$ cat src/rtl/instruction_decoder_pipe.sv
`default_nettype none
// +----------------------------------------------------------------------------+
// | instruction_decoder_pipe: RV32/64 base-format decoder, 2-entry skid pipe   |
// | Rev 1.0                                                                    |
// +----------------------------------------------------------------------------+
module instruction_decoder_pipe #(
  parameter int XLEN  = 64,
  parameter int CNT_W = 16
) (
  input  logic             clk,
  input  logic             reset,
  input  logic             in_valid,
  output logic             in_ready,
  input  logic [31:0]      instruction,
  output logic             out_valid,
  input  logic             out_ready,
  output logic [6:0]       opcode,
  output logic [4:0]       rd,
  output logic [2:0]       funct3,
  output logic [4:0]       rs1,
  output logic [4:0]       rs2,
  output logic [6:0]       funct7,
  output logic [XLEN-1:0]  imm,
  output logic [2:0]       fmt,
  output logic             illegal,
  output logic [CNT_W-1:0] decode_count
);

  localparam logic [2:0] FMT_R   = 3'd0;
  localparam logic [2:0] FMT_I   = 3'd1;
  localparam logic [2:0] FMT_S   = 3'd2;
  localparam logic [2:0] FMT_B   = 3'd3;
  localparam logic [2:0] FMT_U   = 3'd4;
  localparam logic [2:0] FMT_J   = 3'd5;
  localparam logic [2:0] FMT_ILL = 3'd7;

  typedef enum logic [1:0] {
    ST_EMPTY = 2'd0,
    ST_ONE   = 2'd1,
    ST_FULL  = 2'd2
  } occ_t;

  typedef struct packed {
    logic [6:0]      opcode;
    logic [4:0]      rd;
    logic [2:0]      funct3;
    logic [4:0]      rs1;
    logic [4:0]      rs2;
    logic [6:0]      funct7;
    logic [XLEN-1:0] imm;
    logic [2:0]      fmt;
    logic            illegal;
  } entry_t;

  // ---------------------------------------------------------------- decode
  logic [2:0]      dec_fmt_raw;
  logic [2:0]      dec_fmt;
  logic            dec_illegal;
  logic [31:0]     dec_imm32;
  logic [XLEN-1:0] dec_imm_ext;
  entry_t          dec_entry;

  always_comb begin
    dec_fmt_raw = FMT_ILL;
    case (instruction[6:0])
      7'h33, 7'h3B:                      dec_fmt_raw = FMT_R;
      7'h03, 7'h13, 7'h1B, 7'h67, 7'h73: dec_fmt_raw = FMT_I;
      7'h23:                             dec_fmt_raw = FMT_S;
      7'h63:                             dec_fmt_raw = FMT_B;
      7'h37, 7'h17:                      dec_fmt_raw = FMT_U;
      7'h6F:                             dec_fmt_raw = FMT_J;
      default:                           dec_fmt_raw = FMT_ILL;
    endcase
    dec_illegal = (dec_fmt_raw == FMT_ILL) || (instruction[1:0] != 2'b11);
    dec_fmt     = dec_illegal ? FMT_ILL : dec_fmt_raw;
  end

  // Immediate built on the final format, so illegal words fall to zero.
  always_comb begin
    dec_imm32 = 32'd0;
    case (dec_fmt)
      FMT_I: dec_imm32 = {{20{instruction[31]}}, instruction[31:20]};
      FMT_S: dec_imm32 = {{20{instruction[31]}}, instruction[31:25], instruction[11:7]};
      FMT_B: dec_imm32 = {{19{instruction[31]}}, instruction[31], instruction[7],
                          instruction[30:25], instruction[11:8], 1'b0};
      FMT_U: dec_imm32 = {instruction[31:12], 12'd0};
      FMT_J: dec_imm32 = {{11{instruction[31]}}, instruction[31], instruction[19:12],
                          instruction[20], instruction[30:21], 1'b0};
      default: dec_imm32 = 32'd0;
    endcase
  end

  generate
    if (XLEN > 32) begin : g_imm_wide
      assign dec_imm_ext = {{(XLEN-32){dec_imm32[31]}}, dec_imm32};
    end else begin : g_imm_narrow
      assign dec_imm_ext = dec_imm32[XLEN-1:0];
    end
  endgenerate

  always_comb begin
    dec_entry         = '0;
    dec_entry.opcode  = instruction[6:0];
    dec_entry.rd      = instruction[11:7];
    dec_entry.funct3  = instruction[14:12];
    dec_entry.rs1     = instruction[19:15];
    dec_entry.rs2     = instruction[24:20];
    dec_entry.funct7  = instruction[31:25];
    dec_entry.imm     = dec_imm_ext;
    dec_entry.fmt     = dec_fmt;
    dec_entry.illegal = dec_illegal;
  end

  // ---------------------------------------------------------------- pipe
  occ_t             state_q,    state_d;
  logic             in_ready_q, in_ready_d;
  entry_t           out_q,      out_d;
  entry_t           skid_q,     skid_d;
  logic [CNT_W-1:0] count_q,    count_d;
  logic             accept;
  logic             deliver;

  assign accept  = in_valid && in_ready_q && (state_q != ST_FULL);
  assign deliver = (state_q != ST_EMPTY) && out_ready;

  always_comb begin
    state_d = state_q;
    out_d   = out_q;
    skid_d  = skid_q;
    count_d = count_q;
    case (state_q)
      ST_EMPTY: begin
        if (accept) begin
          out_d   = dec_entry;
          state_d = ST_ONE;
        end
      end
      ST_ONE: begin
        if (accept && deliver) begin
          out_d = dec_entry;
        end else if (accept) begin
          skid_d  = dec_entry;
          state_d = ST_FULL;
        end else if (deliver) begin
          state_d = ST_EMPTY;
        end
      end
      ST_FULL: begin
        if (deliver) begin
          out_d   = skid_q;
          state_d = ST_ONE;
        end
      end
      default: state_d = ST_EMPTY;
    endcase
    if (deliver) begin
      count_d = count_q + CNT_W'(1);
    end
    // Registered ready: reflects whether the skid slot is free next cycle.
    in_ready_d = (state_d != ST_FULL);
  end

  always_ff @(posedge clk or posedge reset) begin
    if (reset) begin
      state_q    <= ST_EMPTY;
      in_ready_q <= 1'b0;
      out_q      <= '0;
      skid_q     <= '0;
      count_q    <= '0;
    end else begin
      state_q    <= state_d;
      in_ready_q <= in_ready_d;
      out_q      <= out_d;
      skid_q     <= skid_d;
      count_q    <= count_d;
    end
  end

  assign in_ready     = in_ready_q;
  assign out_valid    = (state_q != ST_EMPTY);
  assign opcode       = out_q.opcode;
  assign rd           = out_q.rd;
  assign funct3       = out_q.funct3;
  assign rs1          = out_q.rs1;
  assign rs2          = out_q.rs2;
  assign funct7       = out_q.funct7;
  assign imm          = out_q.imm;
  assign fmt          = out_q.fmt;
  assign illegal      = out_q.illegal;
  assign decode_count = count_q;

endmodule
`default_nettype wire

$ cat config.mk
export PLATFORM = sky130hd
export DESIGN_NAME = instruction_decoder_pipe
export DESIGN_NICKNAME = d
export VERILOG_FILES = /design/src/rtl/instruction_decoder_pipe.sv
export SDC_FILE = /design/constraint.sdc
export NUM_CORES = 1
export LEC_CHECK = 0
export BUFFER_PORTS_ARGS = -buffer_cell sky130_fd_sc_hd__buf_2
export CELL_PAD_IN_SITES_DETAIL_PLACEMENT = 0
export CELL_PAD_IN_SITES_GLOBAL_PLACEMENT = 1
export CORE_MARGIN = 8
export CORE_UTILIZATION = 40
export DETAILED_ROUTE_END_ITERATION = 7
export GPL_TIMING_DRIVEN = 0
export PLACE_DENSITY = 0.78
export SYNTH_ARGS = -nofsm -noshare
export SYNTH_HDL_FRONTEND = slang
export SYNTH_SLANG_ARGS = --single-unit
$ cat constraint.sdc
create_clock -name clk -period 8.45 [get_ports clk]
set_clock_uncertainty 0.05 [all_clocks]
set_input_delay 0.4225 -clock clk [delete_from_list [all_inputs] [get_ports clk]]
set_output_delay 0.4225 -clock clk [all_outputs]
set_load 0.02 [all_outputs]
==> metrics <==
clock transition time at the flip-flop clock pins of the worst setup and hold paths 60 ps; maximum number of pins on one net before global-route repair 88; kind of cell adding the most delay to the critical path buffers and inverters; slew at the pin closest to its max-slew limit 950.8 ps; final core utilization 50.43%; switching share of power 38.69%; Max-slew headroom 36.61%; depth of the worst register-to-register path 6; overall fraction of global-route tracks in use 20.09%; netlist area before placement 0.007212 sq mm; post-synthesis xor/xnor area fraction about 1.8%; share of the clock period used by the worst path 27.16%; clock network latency to the later pin of the worst-skew pair 420 ps; Hold Buf Count CTS 0; floorplan row count between 40 and 50; CP max-delay cell sky130_fd_sc_hd__clkbuf_1; simple-gate area share of the yosys netlist 21.93%; static leakage power 4.272 nW; global-route wire length before repair 35010 um; area enclosed by the die boundary 0.02258 sq mm; area of the multi-input gates 0.002841 sq mm; main combinational cell family by area after synthesis simple AND/OR/NAND/NOR gates; Main synth FF type sky130_fd_sc_hd__dfrtp_1; placed wire-length estimate after detailed placement 15960 um; status finished clean; number of violations of the max-capacitance limit 0; DRC violations left 0; clock network fraction of design power 25.8%; clk sink count about 160; synthesized instance count 803; total power draw 3.517 mW; Floorplan Core Area 0.01784 sq mm; async set or reset register ratio after synthesis 100.0%; CP required between 8000 and 9000 ps; final-layout fill cell count 1719; area growth from synthesis to layout 24.76%; Worst setup EP type flop; WP buf/inv 2; delay of the slowest cell on the worst path 580 ps; via count of the first global-routing pass 6186; Clock H-tree levels 4; number of DRC violations after detailed-routing iteration 0 394; fraction of layout instances using a drive strength above 1 26.69%; FF+latch count, synth roughly 160; total count of max-transition violations in the final report 0; sequential area share after synthesis 53.78%; adder-cell area share of the yosys netlist 0.1735%; portion of synthesized cell area occupied by the leading cell type 53.78%; type of the most critical hold path primary input to async pin; cells taking the most area after synthesis sky130_fd_sc_hd__dfrtp_1, sky130_fd_sc_hd__nand2_1, sky130_fd_sc_hd__nor2_1; Root Buffer Master sky130_fd_sc_hd__clkbuf_16; IO Count 154; synth warn 0; number of enable-type register cells in the synthesized netlist 0; power spent charging and discharging nets roughly 1.4 mW; final WL 22230 um; share of cell area taken by muxes after synthesis less than 1%; final routed wire length divided by cell count 18.25 um; startpoint kind of the worst setup timing path flop; count of distinct cell types in the synthesized netlist 54; crit path launch state_q[1]; CTS tree built; number of nets in the finished design 1013; power share of the combinational group 38.4%; DP Worst Slack 6051 ps; critical register-to-register path endpoint skid_q[77]; FF+latch area 0.003879 sq mm; number of gates given a new drive strength after cts 0; number of nets still failing antenna checks after routing 0; net count of the mapped netlist 840; compound-cell area share of the yosys netlist between 10% and 20%; ordered cell list for the critical path nand3b_1 > nor2_1 > clkbuf_1 > clkbuf_1 > nand2_1 > nand2_1; chip height 150.3 um; sequential group share of total power between 30% and 40%; setup bufs post-CTS 0; Power per Cell Area 390.9 mW/mm^2; number of vias per cell 5.203; Fin Setup TNS 0 ps; launch point of the worst reg-to-reg path state_q[1]; register-to-register path setup slack 6150 ps; worst-path maximum fanout 10; final worst setup slack around 6000 ps; CP Capture Point skid_q[77]; antenna cells 0; PortBufs 153; highest clock frequency the design can meet ~440 MHz; TritonRoute pass-1 iters 6; RSZ-0062 raised after global routing no; internal power contribution 2.156 mW; depth of the critical timing path with buffers and inverters included 6; die span in x approximately 150 um; total vias in the final route 6337; number of antenna violations at the first check in global routing 0; GPL Wtd Cong 0.8495; total grt overflow 0; number of setup violations in the final report 0; arrival time worst endpoint 2610 ps; Hold Vio Cnt, Final 0; kind of critical path flop to flop; post-layout min period 2295 ps; maximum vdd drop approximately 0.00019 V; number of buffers inserted during clock tree synthesis 17; maximum clock path buffer count 2; largest area contributor in the synthesized netlist sky130_fd_sc_hd__dfrtp_1; initial standard-cell utilization of the core 40.42%; synthesized area per cell 8.981 sq um
-- flip-flops by register name (all words and copies together), names as in the netlist --
register	cells
decode_count	16
fmt	3
funct3	3
funct7	7
illegal	1
imm	32
in_ready	1
opcode	7
rd	5
rs1	5
rs2	5
skid_q	68
state_q	2
-- synthesized netlist by cell type (2+ instances only) --
master,instances
sky130_fd_sc_hd__nand2_1,220
sky130_fd_sc_hd__dfrtp_1,155
sky130_fd_sc_hd__nor2_1,94
sky130_fd_sc_hd__a31oi_1,40
sky130_fd_sc_hd__clkbuf_1,34
sky130_fd_sc_hd__buf_4,33
sky130_fd_sc_hd__a21oi_1,30
sky130_fd_sc_hd__nor3_1,22
sky130_fd_sc_hd__o21ai_1,22
sky130_fd_sc_hd__a211oi_2,18
sky130_fd_sc_hd__buf_2,18
sky130_fd_sc_hd__nand3_1,13
sky130_fd_sc_hd__o21ai_0,13
sky130_fd_sc_hd__a32oi_1,12
sky130_fd_sc_hd__xnor2_1,12
sky130_fd_sc_hd__a21o_1,6
sky130_fd_sc_hd__nand2b_1,4
sky130_fd_sc_hd__and3_1,3
sky130_fd_sc_hd__buf_1,3
sky130_fd_sc_hd__inv_1,3
sky130_fd_sc_hd__nand4_1,3
sky130_fd_sc_hd__nor2b_1,3
sky130_fd_sc_hd__xor2_1,3
sky130_fd_sc_hd__a211oi_1,2
sky130_fd_sc_hd__a21oi_2,2
sky130_fd_sc_hd__and2_1,2
sky130_fd_sc_hd__and4b_1,2
sky130_fd_sc_hd__mux2_2,2
sky130_fd_sc_hd__nand3b_1,2
sky130_fd_sc_hd__nand4b_1,2
sky130_fd_sc_hd__o211ai_1,2
-- through the flow --
step                std cells  hold WS, ps  instance area, sq um
global placement         1185        397.0                  8264
CTS                      1218        66.95                  8997
global route             1218        92.11                  8997
finish                   1218        37.55                  8997
detailed placement       1186        401.6                  8299
floorplan                 803        383.4                  7212
-- cell usage in the layout (no fill, tap or decap), types with 6 or more instances in the layout --
cell type and instances:
sky130_fd_sc_hd__o21ai_0 13, sky130_fd_sc_hd__clkbuf_16 17, sky130_fd_sc_hd__nand2_1 220, sky130_fd_sc_hd__a21o_1 6, sky130_fd_sc_hd__nand3_1 13, sky130_fd_sc_hd__buf_4 33
sky130_fd_sc_hd__buf_2 171, sky130_fd_sc_hd__a211oi_2 18, sky130_fd_sc_hd__a21oi_1 30, sky130_fd_sc_hd__nor3_1 22, sky130_fd_sc_hd__xnor2_1 12, sky130_fd_sc_hd__dfrtp_1 155
sky130_fd_sc_hd__nor2_1 94, sky130_fd_sc_hd__o21ai_1 22, sky130_fd_sc_hd__clkbuf_1 36, sky130_fd_sc_hd__a31oi_1 40, sky130_fd_sc_hd__a32oi_1 12, sky130_fd_sc_hd__bufinv_16 7
-- kinds of logic after synthesis --
kind of cell	after synthesis
buffers and inverters	92
xor gates and xnor gates	15
adders and majority gates	1
AOI/OAI and AO/OA	157
DFF	155
and+or+nand+nor	380
muxes	3
-- worst min-delay path by stage --
stage / startpoint / endpoint / slack [ps]
3_5_place_dp: skid_q[3] / skid_q[3] / 400
2_1_floorplan: skid_q[3] / skid_q[3] / 380
6_report: reset / decode_count[7] / 40
4_1_cts: reset / decode_count[8] / 70
3_3_place_gp: skid_q[3] / skid_q[3] / 400
5_1_grt: reset / decode_count[8] / 90
-- final cells by class --
cell class	instances	share of cell area, %
Sequential cell	155	43.11
Multi-Input combinational cell	556	31.58
Timing Repair Buffer	154	8.817
Buffer	88	5.298
Clock buffer	21	5.118
Tap cell	229	3.185
Clock inverter	11	2.642
Inverter	4	0.2503
-- power by group through the flow --
| stage | logic (mW) | registers [mW] | clock network, mW |
|---|---|---|---|
| finish | 1.35 | 1.26 | 0.907 |
| CTS | 1.37 | 1.26 | 0.918 |
| global placement | 1.35 | 1.26 | 0 |
| detailed placement | 1.36 | 1.27 | 0 |
| floorplan | 0.700 | 1.44 | 0 |
| global route | 1.48 | 1.30 | 0.945 |
-- routing by layer --
layer / share of wire (%) / vias to the layer above / track usage (%)
met3: 8.3 / 35 / 5.140
li1: - / 3019 / -
met4: 2.2 / 0 / 7.296
met5: 0 / - / 0
met1: 45 / 3032 / 27.52
met2: 45 / 251 / 30.11
Note: power is estimated with default switching activity, not from simulation.
